===== config.mk =====
export PLATFORM = sky130hd
export DESIGN_NAME = noc_axilite_resp_bridge_flat
export DESIGN_NICKNAME = d
export VERILOG_FILES = /design/src/rtl/noc_axilite_resp_bridge_if.sv /design/src/rtl/noc_axilite_resp_bridge.sv /design/src/flat_wrapper.sv
export SDC_FILE = /design/constraint.sdc
export NUM_CORES = 1
export LEC_CHECK = 0
export ABC_AREA = 0
export CORE_MARGIN = 2
export CORE_UTILIZATION = 39
export DETAILED_ROUTE_END_ITERATION = 8
export HOLD_SLACK_MARGIN = 0.05
export PLACE_DENSITY_LB_ADDON = 0.3
export SYNTH_ARGS = -nofsm -noshare
export SYNTH_HDL_FRONTEND = slang
export SYNTH_SLANG_ARGS = --single-unit
export TNS_END_PERCENT = 5

===== constraint.sdc =====
create_clock -name clk -period 2.4 [get_ports clk]
set_input_delay 0.48 -clock clk [delete_from_list [all_inputs] [get_ports clk]]
set_output_delay 0.48 -clock clk [all_outputs]
set_load 0.005 [all_outputs]

===== src/rtl/noc_axilite_resp_bridge_if.sv =====
// ============================================================================
// Module      : noc_axilite_resp_bridge_if
// Description : Bundles the NoC3 response flit port with the AXI-lite R and B
//               channels driven by noc_axilite_resp_bridge. The NoC message
//               field macros fall back to the chipset defaults when no
//               platform header has defined them.
// Revision    : 1.0 - initial release
// ============================================================================
`default_nettype none

`ifndef NOC_DATA_WIDTH
`define NOC_DATA_WIDTH 64
`endif
`ifndef MSG_TYPE
`define MSG_TYPE 29:22
`endif
`ifndef MSG_LENGTH
`define MSG_LENGTH 37:30
`endif
`ifndef MSG_TYPE_NC_LOAD_MEM_ACK
`define MSG_TYPE_NC_LOAD_MEM_ACK 8'd26
`endif
`ifndef MSG_TYPE_NC_STORE_MEM_ACK
`define MSG_TYPE_NC_STORE_MEM_ACK 8'd27
`endif
`ifndef C_M_AXI_LITE_RESP_WIDTH
`define C_M_AXI_LITE_RESP_WIDTH 2
`endif

interface noc_axilite_resp_bridge_if #(
   parameter int AXI_DATA_WIDTH = 64
) ();
   logic                                noc3_valid_in;
   logic [`NOC_DATA_WIDTH-1:0]          noc3_data_in;
   logic                                noc3_ready_out;
   logic [AXI_DATA_WIDTH-1:0]           m_axi_rdata;
   logic [`C_M_AXI_LITE_RESP_WIDTH-1:0] m_axi_rresp;
   logic                                m_axi_rvalid;
   logic                                m_axi_rready;
   logic [`C_M_AXI_LITE_RESP_WIDTH-1:0] m_axi_bresp;
   logic                                m_axi_bvalid;
   logic                                m_axi_bready;

   // Bridge side: consumes NoC3 flits, produces R/B responses.
   modport slave (
      input  noc3_valid_in, noc3_data_in, m_axi_rready, m_axi_bready,
      output noc3_ready_out, m_axi_rdata, m_axi_rresp, m_axi_rvalid,
             m_axi_bresp, m_axi_bvalid
   );

   // Environment side: NoC3 router plus AXI-lite master.
   modport master (
      output noc3_valid_in, noc3_data_in, m_axi_rready, m_axi_bready,
      input  noc3_ready_out, m_axi_rdata, m_axi_rresp, m_axi_rvalid,
             m_axi_bresp, m_axi_bvalid
   );
endinterface

`default_nettype wire


===== src/rtl/noc_axilite_resp_bridge.sv =====
// ============================================================================
// Module      : noc_axilite_resp_bridge
// Description : Turns NoC3 NC load/store memory acks into AXI-lite R and B
//               responses. One response register per AXI channel; unknown
//               messages are drained silently. Optional feature macro:
//               NOC_AXILITE_RESP_DROP_CNT_EN (enables the drop counter).
// Revision    : 1.0 - initial release
// ============================================================================
`default_nettype none

module noc_axilite_resp_bridge #(
   parameter int AXI_DATA_WIDTH = 64,
   parameter int CNT_WIDTH      = 16
) (
   input  wire logic                 clk,
   input  wire logic                 rst,
   noc_axilite_resp_bridge_if.slave  bus,
   output logic [CNT_WIDTH-1:0]      drop_count
);

   localparam logic [1:0] RESP_OKAY   = 2'b00;
   localparam logic [1:0] RESP_SLVERR = 2'b10;

   typedef enum logic [1:0] {
      S_IDLE   = 2'd0,
      S_LDATA  = 2'd1,
      S_SDRAIN = 2'd2,
      S_DROP   = 2'd3
   } state_t;

   state_t                    r_state;
   state_t                    w_state_nxt;
   logic [7:0]                r_remaining;
   logic [7:0]                w_remaining_nxt;
   logic                      r_ld_first;
   logic                      w_ld_first_nxt;

   logic [AXI_DATA_WIDTH-1:0] r_rdata;
   logic [1:0]                r_rresp;
   logic                      r_rvalid;
   logic [1:0]                r_bresp;
   logic                      r_bvalid;

   logic [7:0]                w_type;
   logic [7:0]                w_len;
   logic                      w_r_free;
   logic                      w_b_free;
   logic                      w_last;
   logic                      w_ready;
   logic                      w_r_load;
   logic [1:0]                w_rresp_nxt;
   logic                      w_rdata_zero;
   logic                      w_rdata_cap;
   logic                      w_b_load;
   logic                      w_drop_hit;

   assign w_type   = bus.noc3_data_in[`MSG_TYPE];
   assign w_len    = bus.noc3_data_in[`MSG_LENGTH];
   // A response register can take a new value if empty or being drained now.
   assign w_r_free = !r_rvalid || bus.m_axi_rready;
   assign w_b_free = !r_bvalid || bus.m_axi_bready;
   assign w_last   = (r_remaining == 8'd1);

   // State register; reset mid-message simply abandons the partial message.
   always_ff @(posedge clk or posedge rst) begin
      if (rst) begin
         r_state     <= S_IDLE;
         r_remaining <= 8'd0;
         r_ld_first  <= 1'b0;
      end else begin
         r_state     <= w_state_nxt;
         r_remaining <= w_remaining_nxt;
         r_ld_first  <= w_ld_first_nxt;
      end
   end

   // Header decode, data-flit counting and response-load requests.
   always_comb begin
      w_state_nxt     = r_state;
      w_remaining_nxt = r_remaining;
      w_ld_first_nxt  = r_ld_first;
      w_ready         = 1'b1;
      w_r_load        = 1'b0;
      w_rresp_nxt     = RESP_OKAY;
      w_rdata_zero    = 1'b0;
      w_rdata_cap     = 1'b0;
      w_b_load        = 1'b0;
      w_drop_hit      = 1'b0;

      case (r_state)
         S_IDLE: begin
            // Ack headers are only accepted when their response register can
            // take the result; each channel gates only its own headers.
            if (w_type == `MSG_TYPE_NC_LOAD_MEM_ACK) begin
               w_ready = w_r_free;
            end else if (w_type == `MSG_TYPE_NC_STORE_MEM_ACK) begin
               w_ready = w_b_free;
            end

            if (bus.noc3_valid_in && w_ready) begin
               if (w_type == `MSG_TYPE_NC_LOAD_MEM_ACK) begin
                  if (w_len == 8'd0) begin
                     // A load ack carrying no data is reported as an error.
                     w_r_load     = 1'b1;
                     w_rresp_nxt  = RESP_SLVERR;
                     w_rdata_zero = 1'b1;
                  end else begin
                     w_remaining_nxt = w_len;
                     w_ld_first_nxt  = 1'b1;
                     w_state_nxt     = S_LDATA;
                  end
               end else if (w_type == `MSG_TYPE_NC_STORE_MEM_ACK) begin
                  if (w_len == 8'd0) begin
                     w_b_load = 1'b1;
                  end else begin
                     w_remaining_nxt = w_len;
                     w_state_nxt     = S_SDRAIN;
                  end
               end else begin
                  w_drop_hit = 1'b1;
                  if (w_len != 8'd0) begin
                     w_remaining_nxt = w_len;
                     w_state_nxt     = S_DROP;
                  end
               end
            end
         end

         S_LDATA: begin
            if (bus.noc3_valid_in) begin
               w_remaining_nxt = r_remaining - 8'd1;
               w_ld_first_nxt  = 1'b0;
               // Only the first data flit carries the read data.
               w_rdata_cap     = r_ld_first;
               if (w_last) begin
                  w_r_load    = 1'b1;
                  w_rresp_nxt = RESP_OKAY;
                  w_state_nxt = S_IDLE;
               end
            end
         end

         S_SDRAIN: begin
            if (bus.noc3_valid_in) begin
               w_remaining_nxt = r_remaining - 8'd1;
               if (w_last) begin
                  w_b_load    = 1'b1;
                  w_state_nxt = S_IDLE;
               end
            end
         end

         S_DROP: begin
            if (bus.noc3_valid_in) begin
               w_remaining_nxt = r_remaining - 8'd1;
               if (w_last) begin
                  w_state_nxt = S_IDLE;
               end
            end
         end

         default: begin
            w_state_nxt = S_IDLE;
         end
      endcase
   end

   // R response register: load wins over drain so back-to-back keeps valid up.
   always_ff @(posedge clk or posedge rst) begin
      if (rst) begin
         r_rvalid <= 1'b0;
         r_rresp  <= RESP_OKAY;
         r_rdata  <= '0;
      end else begin
         if (w_rdata_zero) begin
            r_rdata <= '0;
         end else if (w_rdata_cap) begin
            r_rdata <= bus.noc3_data_in[AXI_DATA_WIDTH-1:0];
         end
         if (w_r_load) begin
            r_rvalid <= 1'b1;
            r_rresp  <= w_rresp_nxt;
         end else if (r_rvalid && bus.m_axi_rready) begin
            r_rvalid <= 1'b0;
         end
      end
   end

   // B response register, same load-over-drain priority as R.
   always_ff @(posedge clk or posedge rst) begin
      if (rst) begin
         r_bvalid <= 1'b0;
         r_bresp  <= RESP_OKAY;
      end else begin
         if (w_b_load) begin
            r_bvalid <= 1'b1;
            r_bresp  <= RESP_OKAY;
         end else if (r_bvalid && bus.m_axi_bready) begin
            r_bvalid <= 1'b0;
         end
      end
   end

`ifdef NOC_AXILITE_RESP_DROP_CNT_EN
   logic [CNT_WIDTH-1:0] r_drop_count;

   // Saturating count of unrecognised message headers.
   always_ff @(posedge clk or posedge rst) begin
      if (rst) begin
         r_drop_count <= '0;
      end else if (w_drop_hit && (r_drop_count != {CNT_WIDTH{1'b1}})) begin
         r_drop_count <= r_drop_count + 1'b1;
      end
   end

   assign drop_count = r_drop_count;
`else
   logic w_unused_drop_hit;
   assign w_unused_drop_hit = w_drop_hit;
   assign drop_count        = '0;
`endif

   assign bus.noc3_ready_out = w_ready;
   assign bus.m_axi_rdata    = r_rdata;
   assign bus.m_axi_rresp    = r_rresp;
   assign bus.m_axi_rvalid   = r_rvalid;
   assign bus.m_axi_bresp    = r_bresp;
   assign bus.m_axi_bvalid   = r_bvalid;

endmodule

`default_nettype wire

===== src/flat_wrapper.sv =====
// flat-port wrapper written by rule: the top's interface ports become plain ports
module noc_axilite_resp_bridge_flat 
#(
   parameter int AXI_DATA_WIDTH = 64,
   parameter int CNT_WIDTH      = 16
)
  (clk, rst, drop_count, bus_noc3_valid_in, bus_noc3_data_in, bus_m_axi_rready, bus_m_axi_bready, bus_noc3_ready_out, bus_m_axi_rdata, bus_m_axi_rresp, bus_m_axi_rvalid, bus_m_axi_bresp, bus_m_axi_bvalid);
  noc_axilite_resp_bridge_if #(.AXI_DATA_WIDTH(AXI_DATA_WIDTH)) bus_i ();
  input  wire logic clk;
  input  wire logic rst;
  output logic [CNT_WIDTH-1:0] drop_count;
  input wire logic [$bits(bus_i.noc3_valid_in)-1:0] bus_noc3_valid_in;
  input wire logic [$bits(bus_i.noc3_data_in)-1:0] bus_noc3_data_in;
  input wire logic [$bits(bus_i.m_axi_rready)-1:0] bus_m_axi_rready;
  input wire logic [$bits(bus_i.m_axi_bready)-1:0] bus_m_axi_bready;
  output wire logic [$bits(bus_i.noc3_ready_out)-1:0] bus_noc3_ready_out;
  output wire logic [$bits(bus_i.m_axi_rdata)-1:0] bus_m_axi_rdata;
  output wire logic [$bits(bus_i.m_axi_rresp)-1:0] bus_m_axi_rresp;
  output wire logic [$bits(bus_i.m_axi_rvalid)-1:0] bus_m_axi_rvalid;
  output wire logic [$bits(bus_i.m_axi_bresp)-1:0] bus_m_axi_bresp;
  output wire logic [$bits(bus_i.m_axi_bvalid)-1:0] bus_m_axi_bvalid;
  assign bus_i.noc3_valid_in = bus_noc3_valid_in;
  assign bus_i.noc3_data_in = bus_noc3_data_in;
  assign bus_i.m_axi_rready = bus_m_axi_rready;
  assign bus_i.m_axi_bready = bus_m_axi_bready;
  assign bus_noc3_ready_out = bus_i.noc3_ready_out;
  assign bus_m_axi_rdata = bus_i.m_axi_rdata;
  assign bus_m_axi_rresp = bus_i.m_axi_rresp;
  assign bus_m_axi_rvalid = bus_i.m_axi_rvalid;
  assign bus_m_axi_bresp = bus_i.m_axi_bresp;
  assign bus_m_axi_bvalid = bus_i.m_axi_bvalid;
  noc_axilite_resp_bridge #(.AXI_DATA_WIDTH(AXI_DATA_WIDTH), .CNT_WIDTH(CNT_WIDTH)) u_core (.clk(clk), .rst(rst), .bus(bus_i), .drop_count(drop_count));
endmodule

==> key figures, run 1 <==
Critical path
  • Required time of the critical path: between 1.5 and 2 ns
  • Launch point of the worst path: bus_noc3_data_in[23]
  • Setup slack, reg-to-reg: 0.53 ns
  • Critical path's slowest cell: clkdlybuf4s50_1
  • Worst Setup EP: bus_noc3_ready_out
  • Worst stage delay on the critical path: 0.46 ns
  • WP data arrival: 1.73 ns
  • Startpoint Class: input port
  • RR Endpoint: u_core.bus.m_axi_rresp[1]
  • RR Startpoint: u_core.r_remaining[2]
  • Critical setup path kind: input port to output pin
  • CP endpoint kind: output pin
  • R2R depth: 4
  • CP Cell Sequence: clkdlybuf4s50_1 > nor3b_2 > and2_1 > o211ai_1 > dlygate4sd2_1
  • Maximum fanout along the worst path: 2

Place
  • DP Worst Slack: -0.104 ns
  • Routability congestion estimate: 0.834
  • Post-DP HPWL: 6.96 mm
  • I/O Buffers: 136

Logic synthesis
  • XOR/XNOR share of the synthesized area: 0%
  • Seq/Total Area, Yosys: 50.0%
  • Largest family of logic cells by synthesized area: simple AND/OR/NAND/NOR gates
  • Adder-Cell Fraction of Synth Area: less than 1%
  • Mean post-synth cell area: 9.52 um^2
  • EDFF count, synth: 0
  • Compound-Gate Fraction of Synth Area: about a fifth
  • Asr flop ratio synth: between 90% and 100%
  • Synth top area share: 50.0%
  • Post-synthesis mux area share: 0.257%
  • Synth Flop Type: dfrtp_1
  • Yosys cell types: 48
  • Synthesized area: between 3000 and 4000 um^2
  • Seq cells post-synth: slightly below 80
  • Syn Inst Count: just over 400
  • Synth Area in Simple Gates: 20.5%
  • Top post-synthesis cells by area: dfrtp_1 50%, nand2_1 13%, a21oi_2 11%
  • Synth warnings: 0
  • Leading area contributor after synthesis: dfrtp_1

Detailed routing
  • Drt drc: 0
  • Vias per cell: 4.78
  • DR WL/cell: 14.4 um
  • DRT antenna net count: 0
  • Drt pass-1 iters: 4
  • Final wirelength: between 9 and 10 mm
  • Via Count: about 3300
  • Initial DRC count: 107

Final layout
  • Layout area overhead: 42.3%
  • Filler Cell Count: 894
  • Post-layout nets: 624
  • Layout cell share with drive strength beyond 1: 18.8%
  • Multi-input logic area: about 1700 um^2
  • Register Area: 1950 um^2
  • Ant diodes: 0

CTS
  • Clk root buf: clkbuf_8
  • Hold Buf Count CTS: 0
  • Worst-Skew Late Latency: 0.34 ns
  • Htree depth: 3
  • Clk slew on worst S/H paths: 0.08 ns
  • CTS buffer count: 9
  • Max Buffers Root-to-Sink: 2
  • CTS tree: yes
  • Clk sinks: 78
  • Post-CTS setup buffers: 0
  • Post-CTS Resized: 2

Floorplan
  • Die H: 104 um
  • Core box area: 9730 um^2
  • Die X: ~100 um
  • Initial Utilization: 40.1%
  • Io pins: between 150 and 200
  • Placement Rows: 36
  • Die area: 10800 um^2

Timing
  • Final Critical Period: 2.21 ns
  • Fin Setup TNS: 0 ns
  • Worst Skew: ~0.008 ns
  • Setup repair after global routing missed its margin: no
  • Final setup fails: 0
  • Max-slew violations: 0
  • Final period util: around 92%
  • Fin. Hold Viols: 0
  • Final worst slack: 0.189 ns
  • Fmax: 0.452 GHz

Power and ir drop
  • Sequential Power Share: 53.4%
  • Switch Pwr: between 0.0007 and 0.0008 W
  • VDD IR max: approximately 0.25 mV
  • Leak: 2.23 nW
  • Switching Fraction: 27.7%
  • Power Internal: 0.00206 W
  • Pwr Density: 512 nW/um^2
  • Comb pwr share: 17.3%
  • Final Total Pwr: 0.00284 W
  • Clock power frac: 29.3%

GRT
  • First-pass GRT wire length: 16.2 mm
  • Pin count of the biggest net entering global routing: 79
  • Gr ovfl total: 0
  • Total GRT Usage: 18.5%
  • Vias in the first global route: 3229
  • Initial antenna violation count: 0

Flow run
  • Max-cap violations: 0

Worst hold path
  • Hold WC Path Type: flop to flop

Run status
  • Status: finished, final reports clean
[registers in the layout, summed over array words and instances (netlist names)]
name,flops
u_core.r_ld_first,1
u_core.bus.m_axi_rvalid,1
u_core.bus.m_axi_bvalid,1
u_core.bus.m_axi_rdata,64
u_core.r_remaining,8
u_core.r_state,2
u_core.bus.m_axi_rresp,1
[logic make-up (layout without fill, tap and decap cells)]
group | count (synthesis) | after routing
AO/OA/AOI/OAI | 101 | 101
other | 1 | 19
flip-flops | 78 | 78
multiplexers | 1 | 1
buffers and inverters | 50 | 180
AND/OR/NAND/NOR | 177 | 177
adder cells (fa/ha/maj) | 2 | 2
[cell usage in the layout, fill, tap and decap left out, types with 3 or more instances in the layout]
master / count
nand3_1: 4
nor2_1: 6
a21oi_2: 51
clkdlybuf4s50_1: 135
dfrtp_1: 78
clkbuf_8: 9
clkbuf_1: 3
clkinv_2: 3
nor3_1: 4
nand2_1: 137
buf_12: 4
buf_4: 18
a21oi_1: 22
o21ai_0: 11
o211ai_1: 3
inv_1: 4
conb_1: 19
[how the worst min path moves through the flow]
stage / to / cells after the start / from
3_3_place_gp: u_core.bus.m_axi_rresp[1] / 1 / u_core.bus.m_axi_rresp[1]
3_5_place_dp: u_core.bus.m_axi_rresp[1] / 1 / u_core.bus.m_axi_rresp[1]
4_1_cts: u_core.bus.m_axi_rresp[1] / 1 / u_core.bus.m_axi_rresp[1]
5_1_grt: u_core.bus.m_axi_rresp[1] / 1 / u_core.bus.m_axi_rresp[1]
6_report: u_core.bus.m_axi_rresp[1] / 1 / u_core.bus.m_axi_rresp[1]
2_1_floorplan: u_core.r_remaining[5] / 2 / u_core.r_remaining[5]
[synthesized netlist by cell type, types with 2 or more instances]
cell / n
nand2_1: 137
dfrtp_1: 78
a21oi_2: 51
a21oi_1: 22
buf_4: 21
o21ai_0: 11
clkbuf_1: 8
buf_2: 7
nor2_1: 6
buf_8: 5
inv_1: 5
nand3_1: 5
nor3_1: 4
buf_6: 3
o211ai_1: 3
a21o_1: 2
a22o_1: 2
a22oi_1: 2
and3_1: 2
ha_1: 2
nand2b_1: 2
nor2_2: 2
nor3b_1: 2
nor4_1: 2
nor4_2: 2
o31ai_1: 2
[metal layers]
layer / wire, um / track usage, % / vias to the layer above / share of wire [%]
li1: - / - / 1619 / -
met1: 4720 / 25.4 / 1575 / 48
met2: 4650 / 29.3 / 101 / 47
met3: 453 / 3.32 / 8 / 4.6
met4: 94 / 6.76 / 0 / 0.95
met5: 0 / 0 / - / 0
[layout make-up]
cell class | instances | area share, %
tap | 133 | 3.00
sequential | 78 | 35.2
multi-input combinational | 300 | 30.1
clock inverter | 4 | 0.428
clock buffer | 12 | 2.43
inverter | 6 | 0.473
timing repair buffer | 158 | 28.4
[per-stage QoR]
step                      util (%)  area (um^2)  hold WS [ns]  std cells
after floorplan                  -         3970         0.470        428
after global placement        55.4         5390         0.468        675
after detailed placement      55.4         5390         0.479        675
after CTS                     57.1         5550         0.498        691
after global routing          57.1         5550         0.526        691
final                         57.1         5550         0.493        691
[power groups by stage]
stage | logic (W) | registers (W) | clock network, W
2_1_floorplan | 0.000301 | 0.00150 | 0
3_3_place_gp | 0.000483 | 0.00153 | 0
3_5_place_dp | 0.000492 | 0.00154 | 0
4_1_cts | 0.000495 | 0.00152 | 0.000862
5_1_grt | 0.000555 | 0.00153 | 0.000920
6_report | 0.000492 | 0.00152 | 0.000833
[worst max-delay path: cells and delay by family]
kind | cells | cell delay [ns]
and+or+nand+nor | 2 | 0.41
buffers and inverters | 2 | 0.74
AOI/OAI and AO/OA | 1 | 0.10
(Power assumes the default switching activity.)
==> run 2, diff against run 1 <==
- CTS_BUF_LIST: default -> sky130_fd_sc_hd__clkbuf_16
- SLEW_MARGIN: default -> 0
==> key figures, run 2 (same netlist as run 1, synthesis figures left out) <==
Timing
  • Max-slew violations: 0 (unchanged)
  • Fin. Hold Viols: 0 (unchanged)
  • Fmax: 0.453 GHz (+0.10%)
  • Final Critical Period: 2.21 ns (-0.00226 ns)
  • Final setup fails: 0 (unchanged)
  • Fin Setup TNS: 0 ns (unchanged)
  • Hold Slack: 0.492 ns (-0.000990 ns)
  • Setup repair after global routing missed its margin: no
  • Worst Skew: 0.00422 ns (-0.00360 ns)
  • Final period util: 92.0% (-0.094 points)

Power and ir drop
  • Clock power frac: 37.1% (+7.8 points)
  • Switch Pwr: 0.000830 W (+5.3%)
  • Power Internal: 0.00237 W (+15%)
  • Switching Fraction: 25.9% (-1.8 points)
  • Sequential Power Share: 47.5% (-5.9 points)
  • Leak: 2.29 nW (+2.6%)
  • Pwr Density: 566 nW/um^2 (+10%)
  • VDD IR max: 0.262 mV (+3.1%)
  • Comb pwr share: 15.4% (-1.9 points)

GRT
  • Total GRT Usage: 18.6% (+0.091 points)
  • Vias in the first global route: 3227 (-0.062%)
  • Gr ovfl total: 0 (unchanged)
  • Initial antenna violation count: 0 (unchanged)
  • Pin count of the biggest net entering global routing: 79 (unchanged)
  • First-pass GRT wire length: 16.3 mm (+0.34%)

Critical path
  • Critical setup path kind: input port to output pin
  • Required time of the critical path: 1.92 ns (about the same)
  • Setup slack, reg-to-reg: 0.52 ns (about the same)
  • Worst Setup EP: bus_noc3_ready_out
  • RR Endpoint: u_core.bus.m_axi_rresp[1]
  • Launch point of the worst path: bus_noc3_data_in[23]
  • RR Startpoint: u_core.r_remaining[2]
  • R2R depth: 4 (unchanged)
  • Startpoint Class: input port
  • WP data arrival: 1.73 ns (about the same)
  • Maximum fanout along the worst path: 2 (unchanged)
  • CP endpoint kind: output pin

Floorplan
  • Die X: 104 um (unchanged)
  • Placement Rows: 36 (unchanged)
  • Die area: 10800 um^2 (unchanged)
  • Core box area: 9730 um^2 (unchanged)
  • Io pins: 156 (unchanged)
  • Initial Utilization: 40.1% (unchanged)
  • Die H: 104 um (unchanged)

Run status
  • Status: finished, final reports clean

CTS
  • Post-CTS setup buffers: 0 (unchanged)
  • Htree depth: 3 (unchanged)
  • Clk slew on worst S/H paths: 0.06 ns (-0.02 ns)
  • Max Buffers Root-to-Sink: 2 (unchanged)
  • Clk sinks: 78 (unchanged)
  • Post-CTS Resized: 2 (unchanged)
  • Hold Buf Count CTS: 0 (unchanged)
  • Worst-Skew Late Latency: 0.33 ns (about the same)
  • CTS tree: yes
  • Clk root buf: clkbuf_16
  • CTS buffer count: 9 (unchanged)

Place
  • I/O Buffers: 136 (unchanged)
  • Routability congestion estimate: 0.834 (unchanged)
  • Post-DP HPWL: 6.96 mm (unchanged)

Final layout
  • Post-layout nets: 624 (unchanged)
  • Layout area overhead: 44.9%
  • Layout cell share with drive strength beyond 1: 18.8% (unchanged)
  • Largest register FFs: 64 (unchanged)
  • Most common cell after layout, fill and taps aside: nand2_1
  • Final core utilization: 58.1% (+1.0 points)
  • Ant diodes: 0 (unchanged)
  • Leading cell types in the layout, fill and taps excluded: 137 x nand2_1, 135 x clkdlybuf4s50_1, 78 x dfrtp_1

Detailed routing
  • Vias per cell: 4.78 (about the same)
  • DRT antenna net count: 0 (unchanged)
  • Initial DRC count: 99 (-7.5%)
  • Drt pass-1 iters: 5 (+1)
  • Final wirelength: 9.86 mm (-0.60%)
  • Drt drc: 0 (unchanged)
  • Via Count: 3306 (+0.091%)
  • DR WL/cell: 14.3 um (-0.60%)

Flow run
  • Max-cap violations: 0 (unchanged)

Worst hold path
  • Hold WC Path Type: flop to flop
[run 2: cell count changes in the layout (fill, tap and decap cells not counted)]
cell / before / now
clkbuf_8: 9 / 0
clkbuf_1: 3 / 0
clkbuf_16: 0 / 9
inv_1: 4 / 7
[run 2: layout make-up]
cell class | instances | area (um^2)
multi-input combinational | 300 | 1670
timing repair buffer | 158 | 1580
tap | 133 | 166
clock buffer | 9 | 225
fill | 881 | 4080
inverter | 6 | 26.3
sequential | 78 | 1950
clock inverter | 7 | 35.0
[run 2: layer usage]
metal	up-vias	routed length [um]	global-route usage (%)
met5	-	0	0
met4	0	125	6.76
met3	11	500	3.70
met2	114	4620	29.0
met1	1559	4610	25.7
li1	1622	-	-
[run 2: how the worst min path moves through the flow]
stage	to	cells past startpoint	startpoint
floorplan	u_core.r_remaining[5]	2	u_core.r_remaining[5]
global placement	u_core.bus.m_axi_rresp[1]	1	u_core.bus.m_axi_rresp[1]
detailed placement	u_core.bus.m_axi_rresp[1]	1	u_core.bus.m_axi_rresp[1]
CTS	u_core.bus.m_axi_rresp[1]	1	u_core.bus.m_axi_rresp[1]
global route	u_core.bus.m_axi_rresp[1]	1	u_core.bus.m_axi_rresp[1]
finish	u_core.bus.m_axi_rresp[1]	1	u_core.bus.m_axi_rresp[1]
[run 2: worst max-delay path, cell delays in order]
cell and delay, ns:
clkdlybuf4s50_1 0.46, nor3b_2 0.21, and2_1 0.19, o211ai_1 0.10, dlygate4sd2_1 0.28
[run 2: power by group through the flow]
stage / sequential, W / clock (W) / combinational, W
after floorplan: 0.00150 / 0 / 0.000301
after global placement: 0.00153 / 0 / 0.000483
after detailed placement: 0.00154 / 0 / 0.000492
after CTS: 0.00152 / 0.00121 / 0.000497
after global routing: 0.00153 / 0.00128 / 0.000555
final: 0.00152 / 0.00119 / 0.000493
[run 2: metrics by stage]
step	setup WS, ns	instances	cell area, um^2	power [W]
after global placement	-0.104	675	5390	0.00202
final	0.191	691	5650	0.00320
after detailed placement	-0.104	675	5390	0.00203
after CTS	0.182	691	5650	0.00323
after global routing	0.119	691	5650	0.00337
after floorplan	0.619	428	3970	0.00180
==> run 3, diff against run 2 <==
- PLACE_DENSITY: default -> 0.72
- PLACE_DENSITY_LB_ADDON: 0.3 -> default
==> key figures, run 3 (same netlist as run 1, synthesis figures left out) <==
Detailed routing
  • Drt drc: 0 (unchanged)
  • Via Count: 3363 (+1.7%)
  • Drt pass-1 iters: 4 (-1)
  • DRT antenna net count: 0 (unchanged)
  • Vias per cell: 4.87 (+1.9%)
  • Initial DRC count: 98 (-1.0%)
  • DR WL/cell: 14.4 um (+1.2%)
  • Final wirelength: 9.96 mm (+1.0%)

Final layout
  • Ant diodes: 0 (unchanged)
  • Leading cell types in the layout, fill and taps excluded: 137 x nand2_1, 135 x clkdlybuf4s50_1, 78 x dfrtp_1
  • Largest register FFs: 64 (unchanged)
  • Post-layout nets: 624 (unchanged)
  • Final core utilization: 59.1% (+0.95 points)
  • Layout area overhead: 47.3%
  • Filler Cell Count: 854 (-3.1%)
  • Most common cell after layout, fill and taps aside: nand2_1
  • Layout cell share with drive strength beyond 1: 18.9% (+0.034 points)

GRT
  • Pin count of the biggest net entering global routing: 44 (-44%)
  • Gr ovfl total: 0 (unchanged)
  • Initial antenna violation count: 0 (unchanged)
  • Vias in the first global route: 3397 (+5.3%)
  • Total GRT Usage: 18.4% (-0.14 points)
  • First-pass GRT wire length: 16.4 mm (+0.59%)

Timing
  • Final period util: 90.9% (-1.2 points)
  • Worst relative slew slack: 62.7%
  • Hold Slack: 0.500 ns (+0.00786 ns)
  • Fin Setup TNS: 0 ns (unchanged)
  • Fmax: 0.459 GHz (+1.3%)
  • Fin. Hold Viols: 0 (unchanged)
  • Setup repair after global routing missed its margin: no
  • Worst Skew: 0.00453 ns (+0.000307 ns)
  • Worst Tran Pin Value: 0.557 ns
  • Final setup fails: 0 (unchanged)
  • Max-slew violations: 0 (unchanged)
  • Final Critical Period: 2.18 ns (-0.0282 ns)

CTS
  • Clk slew on worst S/H paths: 0.05 ns (about the same)
  • Htree depth: 3 (unchanged)
  • Worst-Skew Late Latency: 0.32 ns (about the same)
  • Clk root buf: clkbuf_16
  • Post-CTS setup buffers: 0 (unchanged)
  • Max Buffers Root-to-Sink: 2 (unchanged)
  • CTS buffer count: 9 (unchanged)
  • CTS tree: yes
  • Clk sinks: 78 (unchanged)

Floorplan
  • Die area: 10800 um^2 (unchanged)
  • Die X: 104 um (unchanged)
  • Core box area: 9730 um^2 (unchanged)
  • Initial Utilization: 40.1% (unchanged)
  • Io pins: 156 (unchanged)
  • Die H: 104 um (unchanged)
  • Placement Rows: 36 (unchanged)

Power and ir drop
  • Pwr Density: 611 nW/um^2 (+8.0%)
  • Final Total Pwr: 0.00351 W (+9.8%)
  • Leak: 2.32 nW (+1.3%)
  • VDD IR max: 0.489 mV (+87%)

Critical path
  • RR Startpoint: u_core.bus.m_axi_bvalid
  • Required time of the critical path: 1.92 ns (about the same)
  • WP data arrival: 1.70 ns (-0.03 ns)
  • CP endpoint kind: output pin
  • Maximum fanout along the worst path: 2 (unchanged)
  • Critical setup path kind: input port to output pin
  • Launch point of the worst path: bus_noc3_data_in[23]
  • Startpoint Class: input port

Flow run
  • Max-cap violations: 0 (unchanged)

Run status
  • Status: finished, final reports clean

Place
  • I/O Buffers: 136 (unchanged)
  • Post-DP HPWL: 7.11 mm (+2.2%)
  • Routability congestion estimate: 0.768 (-7.9%)

Worst hold path
  • Hold_sp: u_core.bus.m_axi_rresp[1]
  • Hold WC Path Type: flop to flop
[run 3: cell types whose count changed in the layout (fill, tap and decap cells not counted), sizes merged]
cell,delta
bufinv,+3
clkinv,-2
inv,-2
[run 3: layout make-up]
type                            instances  area [um^2]  share of cell area, %
Clock buffer                            9          225                   3.92
Sequential cell                        78         1950                   34.0
Multi-Input combinational cell        300         1670                   29.1
Tap cell                              133          166                   2.90
Inverter                                6         26.3                  0.457
Clock inverter                          6          103                   1.79
Timing Repair Buffer                  158         1600                   27.8
[run 3: timing repair]
item,CTS,global route
hold buffers,0,0
resized for setup,2,0
setup endpoints to repair,1,0
endpoints found under the hold margin,0,0
[run 3: report_power, final]
| group | total, W | switching, W | internal [W] |
|---|---|---|---|
| combinational | 0.000493 | 0.000214 | 0.000279 |
| sequential | 0.00152 | 0.000115 | 0.00141 |
| clock | 0.00150 | 0.000498 | 0.00100 |
| total | 0.00351 | 0.000827 | 0.00269 |
[run 3: path summary, 6_finish.rpt]
| path | endpoint | slack [ns] | depth (start not counted) |
|---|---|---|---|
| setup / recovery | bus_noc3_ready_out | 0.22 | 5 |
| hold / removal | u_core.bus.m_axi_rresp[1] | 0.50 | 1 |
| setup reg to reg | u_core.r_remaining[6] | 0.53 | 5 |
| hold reg to reg | u_core.bus.m_axi_rresp[1] | 0.50 | 1 |
| max in group asynchronous | u_core.bus.m_axi_rdata[5] | 1.22 | 3 |
| min in group asynchronous | u_core.bus.m_axi_rdata[49] | 0.56 | 2 |
[run 3: worst max-delay path: stages]
cell and delay, ns:
clkdlybuf4s50_1 0.47, nor3b_2 0.21, and2_1 0.18, o211ai_1 0.09, dlygate4sd2_1 0.28
[run 3: layer usage]
| layer | track usage [%] | up-vias | part of all wire, % |
|---|---|---|---|
| met2 | 30.1 | 122 | 47 |
| met5 | 0 | - | 0 |
| met3 | 4.14 | 22 | 5.3 |
| met4 | 7.82 | 0 | 2.2 |
| met1 | 23.6 | 1602 | 46 |
| li1 | - | 1617 | - |
[run 3: through the flow]
stage | area (um^2) | std cells | setup WS [ns]
2_1_floorplan | 3970 | 428 | 0.619
5_1_grt | 5750 | 690 | 0.135
4_1_cts | 5750 | 690 | 0.194
6_report | 5750 | 690 | 0.220
3_3_place_gp | 5420 | 675 | -0.0993
3_5_place_dp | 5420 | 675 | -0.105
